===== config.mk =====
export PLATFORM = sky130hd
export DESIGN_NAME = conv_row_pe
export DESIGN_NICKNAME = d
export VERILOG_FILES = /design/src/rtl/conv_row_pe.sv
export SDC_FILE = /design/constraint.sdc
export NUM_CORES = 1
export LEC_CHECK = 0
export CAP_MARGIN = 10
export CORE_MARGIN = 4
export CORE_UTILIZATION = 40
export DETAILED_ROUTE_END_ITERATION = 10
export GPL_ROUTABILITY_DRIVEN = 0
export SLEW_MARGIN = 20
export SYNTH_ARGS = -nofsm -noshare
export SYNTH_HDL_FRONTEND = slang
export SYNTH_SLANG_ARGS = --single-unit

===== constraint.sdc =====
create_clock -name clk -period 17.2 [get_ports clk]
set_clock_uncertainty 0.1 [all_clocks]
set_input_delay 2.58 -clock clk [delete_from_list [all_inputs] [get_ports clk]]
set_output_delay 2.58 -clock clk [all_outputs]
set_load 0.005 [all_outputs]

===== src/rtl/conv_row_pe.sv =====
// conv_row_pe: one filter-row processing element of the NoC convolution accelerator.
// Loads its filter row once per start. For each round it fetches one ifmap row, computes
// OW = IW-FW+1 sliding dot products (mod 256), and streams them to the adder node.
// Ports:
//   clk, reset           single rising-edge clock, synchronous active-high reset
//   start / done / busy  controller handshake (start pulse in, done pulse out)
//   pkt_in_*             router -> PE stream (read data, stray traffic discarded)
//   pkt_out_*            PE -> router stream (read requests, psums)
module conv_row_pe #(
    parameter int unsigned FILTER_WIDTH   = 3,
    parameter int unsigned IFMAP_WIDTH    = 7,
    parameter int unsigned TOT_ROUND      = 5,
    parameter logic [4:0]  NODE_INDEX     = 5'd3,
    parameter logic [4:0]  MEM_INDEX      = 5'd1,
    parameter logic [4:0]  SUM_INDEX      = 5'd21,
    parameter logic [7:0]  FILTER_POINTER = 8'd0,
    parameter logic [7:0]  IFMAP_POINTER  = 8'd0
) (
    input  logic        clk,
    input  logic        reset,
    input  logic        start,
    output logic        done,
    output logic        busy,
    input  logic        pkt_in_valid,
    output logic        pkt_in_ready,
    input  logic [19:0] pkt_in_data,
    output logic        pkt_out_valid,
    input  logic        pkt_out_ready,
    output logic [19:0] pkt_out_data
);
    localparam int unsigned FW  = FILTER_WIDTH;
    localparam int unsigned IW  = IFMAP_WIDTH;
    localparam int unsigned OW  = IW - FW + 1;
    localparam int unsigned TR  = TOT_ROUND;
    localparam int unsigned CW  = 5;
    localparam int unsigned RW  = (TR > 1) ? $clog2(TR) : 1;
    localparam int unsigned FIW = (FW > 1) ? $clog2(FW) : 1;
    localparam int unsigned XIW = (IW > 1) ? $clog2(IW) : 1;
    localparam int unsigned PIW = (OW > 1) ? $clog2(OW) : 1;

    localparam logic [1:0] T_RREQ  = 2'b00;
    localparam logic [1:0] T_RDATA = 2'b01;
    localparam logic [1:0] T_PSUM  = 2'b10;

    typedef struct packed {
        logic [4:0] dest;
        logic [1:0] ptype;
        logic [4:0] tag;
        logic [7:0] payload;
    } pkt_t;

    typedef enum logic [2:0] {
        S_IDLE, S_FREQ, S_FWAIT, S_IREQ, S_IWAIT, S_COMPUTE, S_SEND, S_DONE
    } state_e;

    state_e          state_q, state_d;
    logic [CW-1:0]   k_q, k_d;
    logic [CW-1:0]   j_q, j_d;
    logic [RW-1:0]   r_q, r_d;
    logic [7:0]      f_q [FW];
    logic [7:0]      f_d [FW];
    logic [7:0]      x_q [IW];
    logic [7:0]      x_d [IW];
    logic [7:0]      p_q [OW];
    logic [7:0]      p_d [OW];

    logic            pkt_out_valid_q, pkt_out_valid_d;
    pkt_t            pkt_out_data_q, pkt_out_data_d;
    logic            done_q, done_d;
    logic            busy_q, busy_d;
    logic            pkt_in_ready_q, pkt_in_ready_d;

    pkt_t            in_pkt;
    logic            out_fire_c;
    logic            in_fire_c;
    logic [7:0]      acc_c;
    logic [7:0]      ifmap_addr_c;
    logic            unused_in_tag;

    assign in_pkt        = pkt_t'(pkt_in_data);
    assign unused_in_tag = ^in_pkt.tag;

    // Next state, counters, buffers; outputs are registered from the next-state view
    always_comb begin
        state_d  = state_q;
        k_d      = k_q;
        j_d      = j_q;
        r_d      = r_q;
        f_d      = f_q;
        x_d      = x_q;
        p_d      = p_q;
        acc_c    = '0;

        out_fire_c = pkt_out_valid_q & pkt_out_ready;
        // Only read data addressed to us is a response; everything else is silently consumed
        in_fire_c  = pkt_in_valid & pkt_in_ready_q &
                     (in_pkt.dest == NODE_INDEX) & (in_pkt.ptype == T_RDATA);

        // Dot product for column j_q, all arithmetic mod 256
        for (int unsigned i = 0; i < FW; i++) begin
            if (32'(j_q) + i < IW) begin
                acc_c = acc_c + 8'(f_q[FIW'(i)] * x_q[XIW'(32'(j_q) + i)]);
            end
        end

        case (state_q)
            S_IDLE: begin
                if (start) begin
                    state_d = S_FREQ;
                    k_d     = '0;
                    r_d     = '0;
                end
            end
            S_FREQ: begin
                if (out_fire_c) state_d = S_FWAIT;
            end
            S_FWAIT: begin
                if (in_fire_c) begin
                    f_d[FIW'(k_q)] = in_pkt.payload;
                    if (k_q == CW'(FW - 1)) begin
                        k_d     = '0;
                        state_d = S_IREQ;
                    end else begin
                        k_d     = k_q + CW'(1);
                        state_d = S_FREQ;
                    end
                end
            end
            S_IREQ: begin
                if (out_fire_c) state_d = S_IWAIT;
            end
            S_IWAIT: begin
                if (in_fire_c) begin
                    x_d[XIW'(k_q)] = in_pkt.payload;
                    if (k_q == CW'(IW - 1)) begin
                        k_d     = '0;
                        j_d     = '0;
                        state_d = S_COMPUTE;
                    end else begin
                        k_d     = k_q + CW'(1);
                        state_d = S_IREQ;
                    end
                end
            end
            S_COMPUTE: begin
                p_d[PIW'(j_q)] = acc_c;
                if (j_q == CW'(OW - 1)) begin
                    j_d     = '0;
                    state_d = S_SEND;
                end else begin
                    j_d = j_q + CW'(1);
                end
            end
            S_SEND: begin
                if (out_fire_c) begin
                    if (j_q == CW'(OW - 1)) begin
                        j_d = '0;
                        if (r_q == RW'(TR - 1)) begin
                            state_d = S_DONE;
                        end else begin
                            r_d     = r_q + RW'(1);
                            k_d     = '0;
                            state_d = S_IREQ;
                        end
                    end else begin
                        j_d = j_q + CW'(1);
                    end
                end
            end
            S_DONE:  state_d = S_IDLE;
            default: state_d = S_IDLE;
        endcase

        // Round base wraps mod 256 along with the word offset
        ifmap_addr_c = IFMAP_POINTER + 8'(32'(r_d) * IW) + 8'(k_d);

        busy_d          = !(state_d inside {S_IDLE, S_DONE});
        done_d          = (state_d == S_DONE);
        pkt_in_ready_d  = (state_d != S_SEND);
        pkt_out_valid_d = (state_d inside {S_FREQ, S_IREQ, S_SEND});
        pkt_out_data_d  = '0;
        case (state_d)
            S_FREQ:  pkt_out_data_d = '{MEM_INDEX, T_RREQ, NODE_INDEX, FILTER_POINTER + 8'(k_d)};
            S_IREQ:  pkt_out_data_d = '{MEM_INDEX, T_RREQ, NODE_INDEX, ifmap_addr_c};
            S_SEND:  pkt_out_data_d = '{SUM_INDEX, T_PSUM, 5'(j_d), p_d[PIW'(j_d)]};
            default: pkt_out_data_d = '0;
        endcase
    end

    // State, buffers and registered outputs
    always_ff @(posedge clk) begin
        if (reset) begin
            state_q         <= S_IDLE;
            k_q             <= '0;
            j_q             <= '0;
            r_q             <= '0;
            f_q             <= '{default: '0};
            x_q             <= '{default: '0};
            p_q             <= '{default: '0};
            pkt_out_valid_q <= 1'b0;
            pkt_out_data_q  <= '0;
            done_q          <= 1'b0;
            busy_q          <= 1'b0;
            pkt_in_ready_q  <= 1'b1;
        end else begin
            state_q         <= state_d;
            k_q             <= k_d;
            j_q             <= j_d;
            r_q             <= r_d;
            f_q             <= f_d;
            x_q             <= x_d;
            p_q             <= p_d;
            pkt_out_valid_q <= pkt_out_valid_d;
            pkt_out_data_q  <= pkt_out_data_d;
            done_q          <= done_d;
            busy_q          <= busy_d;
            pkt_in_ready_q  <= pkt_in_ready_d;
        end
    end

    assign pkt_out_valid = pkt_out_valid_q;
    assign pkt_out_data  = pkt_out_data_q;
    assign done          = done_q;
    assign busy          = busy_q;
    assign pkt_in_ready  = pkt_in_ready_q;

endmodule


# [Word level (Yosys, flattened, before mapping)]
# Index checks and enable logic that the tools add are counted.
[classes] n_eq_ne=18 reduce_logical=10 order_cmp=12 muxes=57 n_bitwise=10 n_mul=4 n_addsub=8
[ops] cell="8-bit 2-to-1 mux" count=14
[ops] cell="8-bit binary-select mux with 3-bit select" count=4
[ops] cell="32-bit by 3-bit less-than comparator with 1-bit output, second input constant" count=2
[ops] cell="5-bit 2-to-1 mux" count=12
[ops] cell="20-bit case mux with 3 select lines" count=1
[ops] cell="56-bit bitwise mux" count=1
[ops] cell="8-bit demux with 3-bit select" count=2
[ops] cell="3-bit 2-to-1 mux" count=14
[ops] cell="40-bit bitwise mux" count=1
[ops] cell="40-bit 2-to-1 mux" count=1
[ops] cell="24-bit bitwise mux" count=1
[ops] cell="8-bit by 8-bit multiplier with 8-bit output" count=3
[ops] cell="3-bit case mux with 8 select lines" count=1
[ops] cell="3-bit equality test, second input constant" count=7
[ops] cell="4-bit >= comparator, second input constant" count=5
[ops] cell="3-bit inverter with 4-bit output" count=5
[ops] cell="5-bit case mux with 4 select lines" count=1
[ops] cell="8-bit adder" count=2
[ops] cell="8-bit demux with 2-bit select" count=1
[ops] cell="5-bit case mux with 3 select lines" count=1
[ops] cell="5-bit by 1-bit adder with 5-bit output, second input constant" count=2
[ops] cell="5-bit by 2-bit equality test with 1-bit output, second input constant" count=2
[ops] cell="5-bit by 3-bit equality test with 1-bit output, second input constant" count=2
[ops] cell="3-bit by 2-bit equality test with 1-bit output, second input constant" count=3
[ops] cell="22 further kinds" count=31
[word_totals] regBits=160 wordCells=146 in_bits=25

# [Depth between registers and ports, before layout]
# Gate-level depths: netlist of run 1.
[logic_depth] depth_word=16 ltp_mapped=45 ltp_nobuf=41

# [Least setup slack after synthesis of run 1]
# OpenSTA, ideal clock, no wires.
[synth_path] path_type="flip-flop to flip-flop" start="register j_q[1]" end="register pkt_out_data_q, in the netlist pkt_out_data[7]" setup_time_ns=0.125 setup_slack_ns=5.848 n_path_buf=4 stages_incl_launch_ff=44 arrival_ns=11.126 cell_sequence="dfxtp_1 buf_2 buf_2 buf_4 buf_4 mux4_2 nor2_1 a21oi_1 nand2_1 fa_1 fa_1 inv_1 ha_1 inv_1 fa_1 inv_1 ha_1 a21oi_1 (+8 left out) ha_1 xnor2_1 nand2_1 and2_1 fa_1 fa_1 inv_1 fa_1 fa_1 ha_1 a21oi_1 xnor2_1 xnor3_1 xnor3_1 nor2_1 xor3_2 o41ai_2 a21oi_1"
[synth_via] elab_chain_cells=16 elab_cells_between_ends=51 cone_classes="add/sub (5); mul (3); order compare (5); eq/ne (4); mux (29); bitwise (4); reduce/logical (1)"
[synth_lines] element="start, declared" line="58" rtl="logic [CW-1:0] j_q, j_d;"
[synth_lines] element="start signal, assigned" line="208" rtl="j_q <= j_d;"
[synth_lines] element="5-bit by 1-bit adder with 6-bit output / 3-bit inverter with 4-bit output (equally long branches)" line="102, 146"
[synth_lines] element="3-bit inverter with 4-bit output (not written as such) / 8-bit binary-select mux with 3-bit select (equally long branches)" line="102" rtl="acc_c = acc_c + 8'(f_q[FIW'(i)] * x_q[XIW'(32'(j_q) + i)]);"
[synth_lines] element="8-bit binary-select mux with 3-bit select / 8-bit 2-to-1 mux (equally long branches)" line="102"
[synth_lines] element="8-bit 2-to-1 mux (not written as such)" line="102"
[synth_lines] element="8-bit 2-to-1 mux (not written as such) / 8-bit by 8-bit multiplier with 8-bit output (equally long branches)" line="102"
[synth_lines] element="8-bit by 8-bit multiplier with 8-bit output / 8-bit 2-to-1 mux (equally long branches)" line="102, 101"
[synth_lines] element="8-bit adder" line="102"
[synth_lines] element="8-bit 2-to-1 mux" line="101" rtl="if (32'(j_q) + i < IW) begin"
[synth_lines] element="8-bit adder" line="102"
[synth_lines] element="8-bit 2-to-1 mux" line="101"
[synth_lines] element="40-bit bitwise mux" line="146" rtl="p_d[PIW'(j_q)] = acc_c;"
[synth_lines] element="40-bit 2-to-1 mux" line="106" rtl="case (state_q)"
[synth_lines] element="8-bit binary-select mux with 3-bit select" line="185" rtl="S_SEND: pkt_out_data_d = '{SUM_INDEX, T_PSUM, 5'(j_d), p_d[PIW'(j_d)]};"
[synth_lines] element="8-bit 2-to-1 mux (not written as such) (2 in series)" line="185"
[synth_lines] element="20-bit case mux with 3 select lines *" line="182" rtl="case (state_d)"
[synth_lines] element="end signal, assigned" line="214" rtl="pkt_out_data_q <= pkt_out_data_d;"
[synth_lines] element="end, declared" line="68" rtl="pkt_t pkt_out_data_q, pkt_out_data_d;"
# Every way passes the cells marked *; elsewhere a longest branch is shown, timed or not. The select of a mux whose other input is x is not followed.
# A chain may end at the register's enable or synchronous reset.

# [Worst setup path after layout of run 1]
[layout_path] start="register j_q[0]" end="register pkt_out_data_q, in the netlist pkt_out_data[7]"
# The elaborated chain is that of the path after synthesis.

==> impl_metrics.toml, run 1 <==
[timing]
finalMaxSlewViolations = 0
tightest_slew_ns = 1.13
hold_viol = 0
fmax_ghz = 0.0787
rsz0062_at_grt = "no"
setup_viol = 0
fin_crit_sh_pct = 73.9
postLayoutSetupSlackWorst_ns = 4.49
period_needed_ns = 12.71
relSlewSlack_pct = 23.8
finalSetupTns_ns = 0

[final_layout]
area_growth_pct = 10.6
finalNetCount = 1480
drive_gt1_share_pct = 7.61
fillerInstances = 2875
finish.instance_area_sq_um = 12900
antenna_cells = 0
utilization_pct = 44.8

[critical_path]
worst_r2r_startpoint = "j_q[0]$_SDFF_PP0_"
r2r_slack_ns = 4.49
timing.rr.end = "pkt_out_data[7]$_SDFF_PP0_"
r2r_cells = 40
slowest_delay_ns = 0.61
crit_top_cell = "fa_1"
cp-start-kind = "register"
crit_required_ns = 17.41
cp_max_fo = 56
cpMaxStageDelayCell = "a21oi_1"
worstSetupEndpointType = "register"
path_class = "register to register"
critPathArrivalTime_ns = 12.92

[synthesis]
ys_ff_latch = 155
synth_area_leaders = "dfxtp_1 (27%), mux2i_1 (9.2%), fa_1 (9.1%)"
ys_seq_area_share_pct = 26.7
synthMuxAreaShare_pct = 15.7
synth_fa_ha_area_share_pct = 17.1
synth_edf_count = 0
synth-xor-area-share_pct = 4.98
synth_top_area_share_pct = 26.7
yosys.cell_types.count = 76
synthSimpleGateAreaFrac_pct = 17.5
yosysTopAreaCell = "dfxtp_1"
ys_dominant_reg_cell = "dfxtp_1"
synth_top_family_by_area = "simple AND/OR/NAND/NOR gates"
synth_area_per_cell_sq_um = 8.76
netlist_instances = 1328
synth_compound_gate_area_share_pct = 11.4
synth.cell_area_sq_um = 11600
yosys_warnings = 0
synthArstFlopShare_pct = 0

[grt]
gr-total-overflow = 0
grt_pass1_vias = 8954
grt_max_degree = 104
grt_pass1_wl_mm = 48.1
antenna_found_initial = 0
track_usage_pct = 19.0

[clock_network]
ctsResizeCount = 0
cts_setup_buffers = 0
clk_pin_slew_ns = 0.07
clk_latency_ns = 0.44
cts-htree-levels = 4
postCtsHoldBufs = 0
clock_tree.buffer_depth = 2
tritoncts = "built"
cts.sink_count = 155
numCtsBuffers = 17
cts_root_buf = "clkbuf_16"

[drt]
m1WireLength_mm = 14.1
wl_per_cell_um = 17.1
antenna_left = 0
vias = 9230
drc_errors = 0
wl_met3_mm = 1.19
met2WireLength_mm = 13.9
totalWireLength_mm = 29.6
drt_iter0_drc = 752
vias_per_cell = 5.35
top_layer_used = "met4"
drtPass1Iterations = 5

[floorplanning]
die_y_um = 179
die_width_um = 179
start_util_pct = 40.5
ios = 49
num_rows = 62
design.core.area_sq_um = 28700
die_area_sq_um = 31900

[min_path]
hold_path_class = "register to register"
min_path_cells = 2
whs_endpoint = "f_q[14]$_SDFFE_PP0P_"
hp-start = "f_q[14]$_SDFFE_PP0P_"

[placed_design]
dp_slack_ns = 4.58
hpwl_mm = 21.9
io_buffers = 40
place_area_sq_um = 12300

[power_and_ir_drop]
p_per_area_nw_per_um2 = 58.9
total_power_uw = 758
peakVddDrop_v = 0.0000643
p_leak_uw = 0.00564

[flow_run]
cap_violations = 0

[outcome]
status = "complete, no violations"
==> report_power, final <==
part	switching [uW]	leakage [uW]	internal (uW)
Sequential	2.28	0.00125	360
Combinational	18.5	0.00411	11.6
Clock	170	0.000280	195
Total	191	0.00564	567
==> registers in the layout (all words and copies together) (netlist names) <==
signal         count
done               1
state_q            3
x_q               56
f_q               24
pkt_out_data      15
pkt_out_valid      1
busy               1
r_q                3
pkt_in_ready       1
k_q                5
j_q                5
p_q               40
==> metal layers <==
metal	track usage [%]	up-vias
li1	-	4514
met1	27.0	4483
met2	31.1	202
met3	2.29	31
met4	4.38	0
met5	0	-
==> worst max-delay path, delay by kind of cell (launching register included) <==
family,cells,cell delay (ns)
fa+ha+maj,15,6.74
flops,1,0.31
simple gates,6,1.37
xor+xnor,6,1.64
buf+inv,7,0.84
compound gates,6,1.51
==> kinds of logic (layout without fill, tap and decap cells) <==
group	Yosys count	after routing
simple gates	458	458
compound gates	203	203
buf+inv	185	196
flops	155	155
mux	151	151
fa+ha+maj	127	127
xor+xnor	48	48
other cells	1	3
==> cell usage in the layout, fill, tap and decap left out, types with 8 or more instances in the layout <==
master	instances
buf_4	15
a22oi_1	8
inv_1	106
nand3_1	26
fa_1	53
and2_1	36
a211o_1	8
nand2_1	155
o21ai_0	26
ha_1	74
xnor3_1	9
dfxtp_1	153
clkdlybuf4s50_1	39
xor2_1	11
a21o_1	10
nor2_1	175
clkbuf_16	17
mux2i_1	106
nor3_1	10
mux2_2	21
mux4_2	20
o211ai_1	11
nor2b_1	10
a21oi_1	76
xnor2_1	26
==> worst max-delay path by stage <==
stage                 startpoint                         end  slack, ns  cells after the start
2_1_floorplan  j_q[1]$_SDFF_PP0_  pkt_out_data[7]$_SDFF_PP0_       5.85                     43
3_3_place_gp   j_q[0]$_SDFF_PP0_  pkt_out_data[7]$_SDFF_PP0_       4.57                     40
3_5_place_dp   j_q[0]$_SDFF_PP0_  pkt_out_data[7]$_SDFF_PP0_       4.58                     40
4_1_cts        j_q[0]$_SDFF_PP0_  pkt_out_data[7]$_SDFF_PP0_       4.53                     40
5_1_grt        j_q[0]$_SDFF_PP0_  pkt_out_data[7]$_SDFF_PP0_       3.88                     40
6_report       j_q[0]$_SDFF_PP0_  pkt_out_data[7]$_SDFF_PP0_       4.49                     40
==> stage by stage <==
stage / hold slack [ns] / instances
3_5_place_dp: 0.346 / 1692
3_3_place_gp: 0.334 / 1692
2_1_floorplan: 0.328 / 1330
4_1_cts: 0.356 / 1724
5_1_grt: 0.371 / 1725
6_report: 0.355 / 1725
==> synthesized netlist by cell type, drive strengths merged, types with 3 or more instances <==
cell and instances:
a211o 8, a211oi 5, a21boi 4, a21o 10
a21oi 76, a221o 7, a221oi 4, a22o 4
a22oi 8, a31oi 8, and2 36, and3 7
buf 29, clkbuf 47, dfxtp 155, fa 53
ha 74, inv 107, mux2 22, mux2i 107
mux4 22, nand2 155, nand2b 5, nand3 26
nand4 6, nor2 175, nor2b 10, nor3 12
nor4 6, o211ai 11, o21a 7, o21ai 28
o22ai 4, o311ai 3, o31a 3, or3 3
xnor2 27, xnor3 9, xor2 11
==> cell type report <==
class	instances	area (sq um)	area share (%)
Clock buffer	18	439	3.41
Multi-Input combinational cell	990	7770	60.4
Clock inverter	14	128	0.992
Inverter	109	417	3.24
Sequential cell	155	3110	24.1
Tap cell	384	480	3.73
Timing Repair Buffer	55	531	4.12
(Power assumes the default switching activity.)
==> run 2, diff against run 1 <==
- clock period: 17.2 -> 10.7 ns (I/O delays scaled with it)
==> run 2 against run 1 <==
  * The flow now finishes with violations (negative setup slack)
  * Utilization increased by 4.5 points
  * Sequential cell count unchanged
  * Die area is the same
  * Hold slack got worse by 0.0060 ns
  * Largest power group unchanged
  * Highest routed layer unchanged
==> impl_metrics.toml, run 2 (synthesis results as in run 1) <==
[outcome]
status = "complete, but fails checks"
violations = "negative setup slack"

[clock_network]
numCtsBuffers = 17
cts.sink_count = 155
clock_tree.buffer_depth = 2
cts-htree-levels = 4
clk_pin_slew_ns = 0.07
tritoncts = "built"
clk_latency_ns = 0.44
postCtsHoldBufs = 0
cts_root_buf = "clkbuf_16"

[grt]
grt_pass1_vias = 9688
track_usage_pct = 20.4
grt_max_degree = 96
gr-total-overflow = 0
antenna_found_initial = 0
grt_pass1_wl_mm = 51.5

[final_layout]
largest_register = "x_q"
multi_input_area_sq_um = 8060
final_cell_mix = "nor2_1 (171), dfxtp_1 (153), nand2_1 (151)"
largest_reg_flops = 56
drive_gt1_share_pct = 18.8
layout.cells.most_common = "nor2_1"
fillerInstances = 2793
ff_latch_area_sq_um = 3110
antenna_cells = 0
area_growth_pct = 21.8
fin_cells = 1849
finalNetCount = 1604
reg.largest.list = "x_q (56), p_q (40), f_q (24)"

[timing]
finalSetupTns_ns = -0.0722
setup_viol = 2
fmax_ghz = 0.0930
relSlewSlack_pct = 24.1
finalMaxSlewViolations = 0
period_needed_ns = 10.76
hold_viol = 0
fin_crit_sh_pct = 101
tightest_slew_ns = 1.13
rsz0062_at_grt = "yes"
whs_ns = 0.349
postLayoutSetupSlackWorst_ns = -0.0551

[critical_path]
cp_max_fo = 6
cp-start-kind = "register"
cpMaxStageDelayCell = "fa_1"
worst_r2r_startpoint = "j_q[0]$_SDFF_PP0_"
crit_required_ns = 10.96
path_class = "register to register"
critPathArrivalTime_ns = 11.02
worstSetupEndpointType = "register"
r2r_cells = 54
r2r_slack_ns = -0.06
timing.rr.end = "pkt_out_data[6]$_SDFF_PP0_"
crit_top_cell = "buf_4"
slowest_delay_ns = 0.57

[power_and_ir_drop]
p_leak_uw = 0.00636
total_power_uw = 1230
p_per_area_nw_per_um2 = 87.1
peakVddDrop_v = 0.000112

[min_path]
hold_path_class = "register to register"
hp-start = "f_q[15]$_SDFFE_PP0P_"
min_path_cells = 2
whs_endpoint = "f_q[15]$_SDFFE_PP0P_"

[drt]
antenna_left = 0
totalWireLength_mm = 31.9
wl_per_cell_um = 17.2
drt_iter0_drc = 808
vias = 9790
vias_per_cell = 5.29
drc_errors = 0
drtPass1Iterations = 5

[placed_design]
dp_slack_ns = -0.565
place_inst = 1770
io_buffers = 40
hpwl_mm = 23.4

[flow_run]
cap_violations = 0

[floorplanning]
num_rows = 62
design.core.area_sq_um = 28700
start_util_pct = 40.5
die_y_um = 179
die_area_sq_um = 31900
die_width_um = 179
ios = 49
==> run 2: cell count changes in the layout (fill, tap and decap cells not counted), sizes merged <==
cell,delta
buf,+124
clkinv,+2
clkbuf,-1
clkinvlp,-1
==> run 2: worst max path at each step <==
stage                           start                         end  slack [ns]
floorplan           j_q[0]$_SDFF_PP0_  pkt_out_data[7]$_SDFF_PP0_        0.06
global placement    j_q[0]$_SDFF_PP0_  pkt_out_data[7]$_SDFF_PP0_       -0.51
detailed placement  j_q[0]$_SDFF_PP0_  pkt_out_data[7]$_SDFF_PP0_       -0.56
CTS                 j_q[0]$_SDFF_PP0_  pkt_out_data[6]$_SDFF_PP0_       0.002
global route        j_q[0]$_SDFF_PP0_  pkt_out_data[6]$_SDFF_PP0_       -0.44
finish              j_q[0]$_SDFF_PP0_  pkt_out_data[6]$_SDFF_PP0_       -0.06
==> run 2: worst max-delay path, delay by kind of cell, from the launching register on <==
kind            cells  cell delay, ns
fa+ha+maj          10            3.95
buf+inv            29            3.37
compound gates      7            1.43
simple gates        5            0.59
mux                 1            0.53
flops               1            0.40
xor+xnor            2            0.27
==> run 2: what timing repair did <==
item                                    4_1_cts  5_1_grt
endpoints found under the hold margin         0        0
endpoints found under the setup margin        8       10
resized for setup                            33       34
setup buffers                                29       19
pin swaps                                    19       34
==> run 2: metrics by stage <==
| stage | utilization (%) | cell area (sq um) |
|---|---|---|
| after floorplan | - | 11700 |
| after global placement | 45.0 | 12900 |
| final | 49.4 | 14200 |
| after global routing | 49.4 | 14200 |
| after detailed placement | 45.0 | 12900 |
| after CTS | 48.4 | 13900 |
==> run 2: where the power goes <==
part	internal (uW)	switching, uW
registers	579	3.64
logic	17.8	29.8
clock network	315	289
total	911	322
==> run 2: cell type report <==
type / instances / share of cell area [%]
Sequential cell: 155 / 22.0
Clock inverter: 15 / 1.21
Clock buffer: 17 / 3.00
Inverter: 109 / 2.94
Timing Repair Buffer: 179 / 10.6
Multi-Input combinational cell: 990 / 56.9
Tap cell: 384 / 3.39
==> run 2: metal layers <==
| layer | part of all wire (%) | GRT usage [%] | vias to the layer above |
|---|---|---|---|
| li1 | - | - | 4763 |
| met1 | 47 | 28.2 | 4788 |
| met2 | 48 | 34.2 | 201 |
| met3 | 3.6 | 2.29 | 38 |
| met4 | 1.5 | 4.92 | 0 |
| met5 | 0 | 0 | - |
==> run 3, diff against run 2 <==
- CORE_UTILIZATION: 40 -> 56
- GPL_ROUTABILITY_DRIVEN: 0 -> unset
- PLACE_DENSITY: unset -> 0.77
==> run 3 against run 2 <==
  * Fmax is 1.1% lower
  * Largest power group unchanged
  * Critical endpoint unchanged
  * Combinational power is 0.8% lower
  * Sequential cell count stayed put
  * Largest cell class unchanged
  * Register-to-register slack worse by 0.11 ns
  * The run still ends with negative setup slack left
==> impl_metrics.toml, run 3 (synthesis results as in run 1) <==
[clock_network]
clk_pin_slew_ns = 0.07
clock_tree.buffer_depth = 2
postCtsHoldBufs = 0
clk_latency_ns = 0.44
numCtsBuffers = 17
tritoncts = "built"
cts_root_buf = "clkbuf_16"
cts.sink_count = 155
cts-htree-levels = 4

[drt]
drt_iter0_drc = 1058
totalWireLength_mm = 31.7
wl_per_cell_um = 18.4
drtPass1Iterations = 7
drc_errors = 0
antenna_left = 0
vias = 10200
vias_per_cell = 5.92

[timing]
hold_viol = 0
postLayoutSetupSlackWorst_ns = -0.169
whs_ns = 0.355
fmax_ghz = 0.0920
tightest_slew_ns = 1.04
period_needed_ns = 10.87
finalMaxSlewViolations = 0
relSlewSlack_pct = 30.1
rsz0062_at_grt = "yes"
fin_crit_sh_pct = 102
setup_viol = 4

[final_layout]
largest_register = "x_q"
antenna_cells = 0
finish.instance_area_sq_um = 14100
area_growth_pct = 20.9
finalNetCount = 1598
final_cell_mix = "nor2_1 (171), dfxtp_1 (153), nand2_1 (148)"
layout.cells.most_common = "nor2_1"
fin_cells = 1729
largest_reg_flops = 56
reg.largest.list = "x_q (56), p_q (40), f_q (24)"
drive_gt1_share_pct = 19.1

[critical_path]
critPathArrivalTime_ns = 11.14
crit_top_cell = "buf_4"
path_class = "register to register"
cp_max_fo = 5
crit_required_ns = 10.97
critical_path_buf_inv_count = 31
critPathTopFamily = "adder cells"
slowest_delay_ns = 0.54
cpMaxStageDelayCell = "mux4_2"
worstSetupEndpointType = "register"
cp-start-kind = "register"

[placed_design]
place_inst = 1657
place_area_sq_um = 12800
gp_congestion = 0.930
io_buffers = 40
hpwl_mm = 22.2

[grt]
grt_pass1_vias = 10100
grt_max_degree = 88
antenna_found_initial = 0
grt_pass1_wl_mm = 51.6
track_usage_pct = 27.1
gr-total-overflow = 0

[flow_run]
cap_violations = 0

[outcome]
status = "complete, but fails checks"
violations = "negative setup slack"

[min_path]
hold_path_class = "register to register"

[floorplanning]
ios = 49
num_rows = 52
die_y_um = 152
start_util_pct = 57.1
design.core.area_sq_um = 20400
die_area_sq_um = 23100
die_width_um = 152

[power_and_ir_drop]
p_leak_uw = 0.00635
total_power_uw = 1230
switching_share_pct = 26.0
p_int_uw = 911
switchingPower_uw = 321
p_per_area_nw_per_um2 = 87.5
power_frac_comb_pct = 3.8
clockPowerShare_pct = 48.9
peakVddDrop_v = 0.000111
pwr-share-seq_pct = 47.3
[run 3: changes by cell type in the layout (fill, tap and decap cells not counted), moves of 3 or more]
cell     change
buf_4       -11
buf_6        +6
inv_1        -4
inv_2        +4
nand2_1      -3
nand2_4      +3
xnor2_2      -3
[run 3: worst register-to-register path: cells and delay by family, from the launching register on]
family / cells / cell delay (ns)
buffers and inverters: 31 / 3.59
AO/OA/AOI/OAI: 7 / 1.42
AND/OR/NAND/NOR: 5 / 0.56
multiplexers: 1 / 0.54
adder cells (fa/ha/maj): 10 / 3.96
XOR/XNOR: 2 / 0.21
flip-flops: 1 / 0.39
[run 3: worst paths after layout]
path / from / endpoint / slack [ns] / cells after the start
max: j_q[0]$_SDFF_PP0_ / pkt_out_data[6]$_SDFF_PP0_ / -0.17 / 56
min: f_q[14]$_SDFFE_PP0P_ / f_q[14]$_SDFFE_PP0P_ / 0.35 / 2
max reg2reg: j_q[0]$_SDFF_PP0_ / pkt_out_data[6]$_SDFF_PP0_ / -0.17 / 56
min reg2reg: f_q[14]$_SDFFE_PP0P_ / f_q[14]$_SDFFE_PP0P_ / 0.35 / 2
[run 3: cell type report]
cell class / instances / area (sq um)
clock inverter: 15 / 166
multi-input combinational: 990 / 8130
timing repair buffer: 173 / 1480
fill: 1503 / 6300
inverter: 109 / 417
tap: 270 / 338
clock buffer: 17 / 425
sequential: 155 / 3110
[run 3: stage by stage]
stage               setup slack (ns)  utilization, %  setup TNS, ns
floorplan                     0.0635               -              0
global placement              -0.363            62.7          -1.83
detailed placement            -0.555            62.7          -3.04
CTS                          -0.0152            68.0        -0.0152
global route                  -0.436            69.1          -2.43
finish                        -0.169            69.1         -0.260
[run 3: routing by layer]
layer / track usage [%] / up-vias / wire length [um]
li1: - / 4761 / -
met1: 37.0 / 4930 / 13500
met2: 43.6 / 472 / 15100
met3: 4.86 / 74 / 2310
met4: 9.85 / 0 / 856
met5: 0 / - / 0
[run 3: power groups by stage]
| stage | registers (uW) | clock network [uW] | logic [uW] |
|---|---|---|---|
| floorplan | 594 | 0 | 30.1 |
| global placement | 596 | 0 | 45.6 |
| detailed placement | 596 | 0 | 45.7 |
| CTS | 582 | 606 | 46.2 |
| global route | 582 | 636 | 50.8 |
| finish | 582 | 602 | 47.2 |
[run 3: what timing repair did]
| item | in CTS | in global routing |
|---|---|---|
| pin swaps | 24 | 8 |
| setup endpoints to repair | 7 | 10 |
| gates cloned | 1 | 0 |
| setup buffers | 34 | 5 |
| gates resized for setup | 39 | 38 |
